$ cat src/rtl/pipe_stage_ctrl.sv
// pipe_stage_ctrl: in-order pipeline handshake (valid/allow_in/load), partial flush, perf counters
module pipe_stage_ctrl #(
  parameter int NSTAGE = 5,
  parameter int LVL_W  = 3,
  parameter int CNT_W  = 32
) (
  input  logic              clk,
  input  logic              resetn,
  input  logic [NSTAGE-1:0] over,
  input  logic              flush_req,
  input  logic [LVL_W-1:0]  flush_lvl,
  input  logic              cnt_clr,
  output logic [NSTAGE-1:0] valid,
  output logic [NSTAGE-1:0] allow_in,
  output logic [NSTAGE-1:0] load,
  output logic              fetch_en,
  output logic [LVL_W:0]    occupancy,
  output logic [CNT_W-1:0]  stall_cnt,
  output logic [CNT_W-1:0]  flush_cnt
);
  logic [NSTAGE-1:0] kill, go;
  logic              stall_inc;
  always_comb begin
    kill      = '0;
    go        = '0;
    allow_in  = '0;
    load      = '0;
    occupancy = '0;
    for (int i = 0; i < NSTAGE; i++) begin
      kill[i]   = flush_req && (int'(flush_lvl) >= i);
      go[i]     = valid[i] & over[i] & ~kill[i];
      occupancy = occupancy + (LVL_W+1)'(valid[i]);
    end
    allow_in[NSTAGE-1] = ~valid[NSTAGE-1] | over[NSTAGE-1];
    for (int i = NSTAGE-2; i >= 1; i--) allow_in[i] = ~valid[i] | (over[i] & allow_in[i+1]);
    allow_in[0] = (over[0] & allow_in[1]) | flush_req;
    for (int i = 1; i < NSTAGE; i++) load[i] = go[i-1] & allow_in[i];
    fetch_en  = valid[0] & allow_in[0];
    stall_inc = valid[0] & over[0] & ~allow_in[1] & ~flush_req;
  end
  always_ff @(posedge clk or negedge resetn) begin
    if (!resetn) begin
      valid     <= '0;
      stall_cnt <= '0;
      flush_cnt <= '0;
    end else begin
      valid[0] <= 1'b1;
      for (int i = 1; i < NSTAGE; i++)
        valid[i] <= kill[i] ? 1'b0 : allow_in[i] ? go[i-1] : valid[i];
      stall_cnt <= cnt_clr ? '0 : (stall_inc && !(&stall_cnt)) ? stall_cnt + 1'b1 : stall_cnt;
      flush_cnt <= cnt_clr ? '0 : (flush_req && !(&flush_cnt)) ? flush_cnt + 1'b1 : flush_cnt;
    end
  end
endmodule

$ cat config.mk
export PLATFORM = sky130hd
export DESIGN_NAME = pipe_stage_ctrl
export DESIGN_NICKNAME = d
export VERILOG_FILES = /design/src/rtl/pipe_stage_ctrl.sv
export SDC_FILE = /design/constraint.sdc
export NUM_CORES = 1
export LEC_CHECK = 0
export BUFFER_PORTS_ARGS = -buffer_cell sky130_fd_sc_hd__buf_2
export CORE_UTILIZATION = 55
export CTS_BUF_LIST = sky130_fd_sc_hd__clkbuf_2
export DETAILED_ROUTE_END_ITERATION = 10
export GPL_ROUTABILITY_DRIVEN = 0
export HOLD_SLACK_MARGIN = 0.06
export PLACE_DENSITY_LB_ADDON = 0.25
export SETUP_SLACK_MARGIN = 0.2
export SLEW_MARGIN = 10
export SYNTH_ARGS = -nofsm -noshare
export SYNTH_HDL_FRONTEND = slang
export SYNTH_SLANG_ARGS = --single-unit
$ cat constraint.sdc
create_clock -name clk -period 6.99 [get_ports clk]
set_clock_uncertainty 0.2 [all_clocks]
set_input_delay 1.398 -clock clk [delete_from_list [all_inputs] [get_ports clk]]
set_output_delay 1.398 -clock clk [all_outputs]
set_load 0.02 [all_outputs]
==> results.md <==
* Crit path launch type: primary input
* Max IR drop VDD at around 0.072 mV
* CTS Buf Count at 9
* Die Wd at around 87 um
* Max-Slew Margin vs Limit at approximately two fifths
* Routed Antenna Nets at 0
* Clock buffer depth at 2
* Area Growth Syn to Fin at 16.1%
* Top FF cell, synth: dfrtp_1
* Worst-Margin Slew at approximately 0.9 ns
* Max_cap viols at 0
* WL/cell at roughly 16 um
* Fin cells at 624
* ANT cells at 0
* Detailed-route via count at ~3800
* Crit-path cells: buf_2, nor2b_1, o211a_1, o21ai_0, a21o_1, and2_1, buf_2
* Post-CTS sizing at 0
* DIE AREA at about 7500 um^2
* Synth async-reset ratio at 100%
* Yosys reg bits at 69
* Synth top area cells: dfrtp_1, a21oi_1, o31ai_1
* Final WL at 9.73 mm
* # DRC at 0
* Worst path max stage delay at between 0.2 and 0.3 ns
* CP endpoint kind: output pin
* Status: finished clean
* IO Port Bufs at 93
* Share of cells above drive strength 1 at approximately a quarter
* Starting density of the core at between 50% and 60%
* Site Rows at 30
* CP delay by family, top: compound AO/OA/AOI/OAI gates
* Fin crit share at around 62%
* Initial antenna violation count at 0
* Beginning of the worst hold path: flush_cnt[11]
* DP Cell Count at around 600
* Register area share after synthesis at 43.7%
* FF-to-FF Start: stall_cnt[17]
* HP Class: flip-flop to flip-flop
* Vias per inst at between 6 and 7
* CP arrival at ~2.8 ns
* CTS root buf: clkbuf_2
* Pwr dens at 149 nW/um^2
* CTS Hold Bufs at 0
* Post-Syn Instances at ~440
* GR Util All Layers at between 20% and 30%
* Latest clock arrival within the worst-skew pair at 0.53 ns
* First-pass GRT wire length at about 16 mm
* Core box area at between 6000 and 7000 um^2
* RSZ-0062 raised after global routing: false
* Number of enable flip-flop cells after synthesis at 0
* Final setup viols at 0
* WP buf/inv at 2
* Grt ovf at 0
* Crit Path Class: primary input to output pin
* Synth unique cells at 56
* WHS at slightly below 0.4 ns
* Crit path from: over[4]
* TritonCTS Sinks at 69
* Static leakage at roughly 2 nW
* Synth Area per Inst at 9.09 um^2
* First drt pass iteration count at 4
* Cell mode on critical path: buf_2
* Io pins at 96
* Final hold violation count at 0
* Yosys top cell by area: dfrtp_1
* Post-synth top area share at between 40% and 50%
* Yosys warnings at 0
* CP Data Required Time at about 5.4 ns
* CTS tree: yes
* Clk slew on worst S/H paths at between 0.15 and 0.2 ns
* H-tree levels at 3
* Slew Viols, Final at 0
* Setup TNS at 0 ns
* Fin crit period at between 4 and 5 ns
* Crit Path Max Fanout at 5
* Die Ht at 86.8 um
* Most frequent cells after synthesis: dfrtp_1, a21oi_1, o21ai_0, nand2_1, or3_1
* Layout net count at 540
* Setup bufs post-CTS at 0
* Post-Syn Area at ~4000 um^2
* Highest clock rate at approximately 0.23 GHz
* Initial DRC count at about 280
* Largest net degree at the start of global routing at between 70 and 80
* Most frequent cell after synthesis: dfrtp_1
* Vias in the first global route at between 3000 and 4000
* Placed wire-length estimate at between 6 and 7 mm
* Slowest CP cell: nor2b_1
==> metal layers <==
layer | track usage (%) | part of all wire (%)
met5 | 0 | 0
met4 | 10.0 | 1.2
met3 | 3.90 | 4.3
met2 | 46.2 | 50
met1 | 34.9 | 45
==> worst min-delay path, delay by kind of cell, from the launching register on <==
kind | cells | cell delay (ns)
flops | 1 | 0.44
compound gates | 2 | 0.14
==> registers in the layout, indices dropped and copies added (netlist names) <==
name       cells
flush_cnt     32
stall_cnt     32
valid          5
==> area by class of cell <==
type / instances / area [um^2]
clock buffer: 9 / 45.0
clock inverter: 7 / 66.3
fill: 584 / 2280
inverter: 15 / 56.3
multi-input combinational: 331 / 2080
sequential: 69 / 1730
tap: 96 / 120
timing repair buffer: 97 / 495
==> where the power goes <==
group / switching [mW] / internal, mW
Clock: 0.152 / 0.0799
Sequential: 0.00344 / 0.402
Combinational: 0.0345 / 0.0127
==> logic make-up after synthesis <==
group           share of synthesized area, %
other cells                            0.190
fa+ha+maj                               1.96
buf+inv                                 3.83
mux                                     1.96
compound gates                          21.4
xor+xnor                               0.443
flops                                   43.7
simple gates                            26.6
==> layout by cell type, fill, tap and decap left out, drive strengths merged, types with 11 or more instances in the layout <==
master / count
buf: 97
dfrtp: 69
a21oi: 58
o21ai: 31
nand2: 29
or3: 28
o31ai: 24
or4: 24
nand4: 20
nor2: 17
nand3: 16
inv: 15
and4: 11
==> stage by stage <==
| stage | instance area (um^2) | power, mW | utilization (%) | worst slack [ns] |
|---|---|---|---|---|
| after global placement | 4480 | 0.459 | 65.2 | 2.73 |
| final | 4590 | 0.685 | 66.8 | 2.63 |
| after CTS | 4590 | 0.690 | 66.8 | 2.64 |
| after detailed placement | 4480 | 0.460 | 65.2 | 2.65 |
| after floorplan | 3960 | 0.439 | - | 2.43 |
| after global routing | 4590 | 0.715 | 66.8 | 2.52 |
==> path summary, 6_finish.rpt <==
check,to,slack [ns],cells after the start
max,fetch_en,2.63,7
min,flush_cnt[11],0.38,2
max reg2reg,stall_cnt[11],3.99,5
min reg2reg,flush_cnt[11],0.38,2
max in group asynchronous,flush_cnt[9],5.14,2
min in group asynchronous,stall_cnt[19],0.83,2
Note: power is estimated with default switching activity, not from simulation.
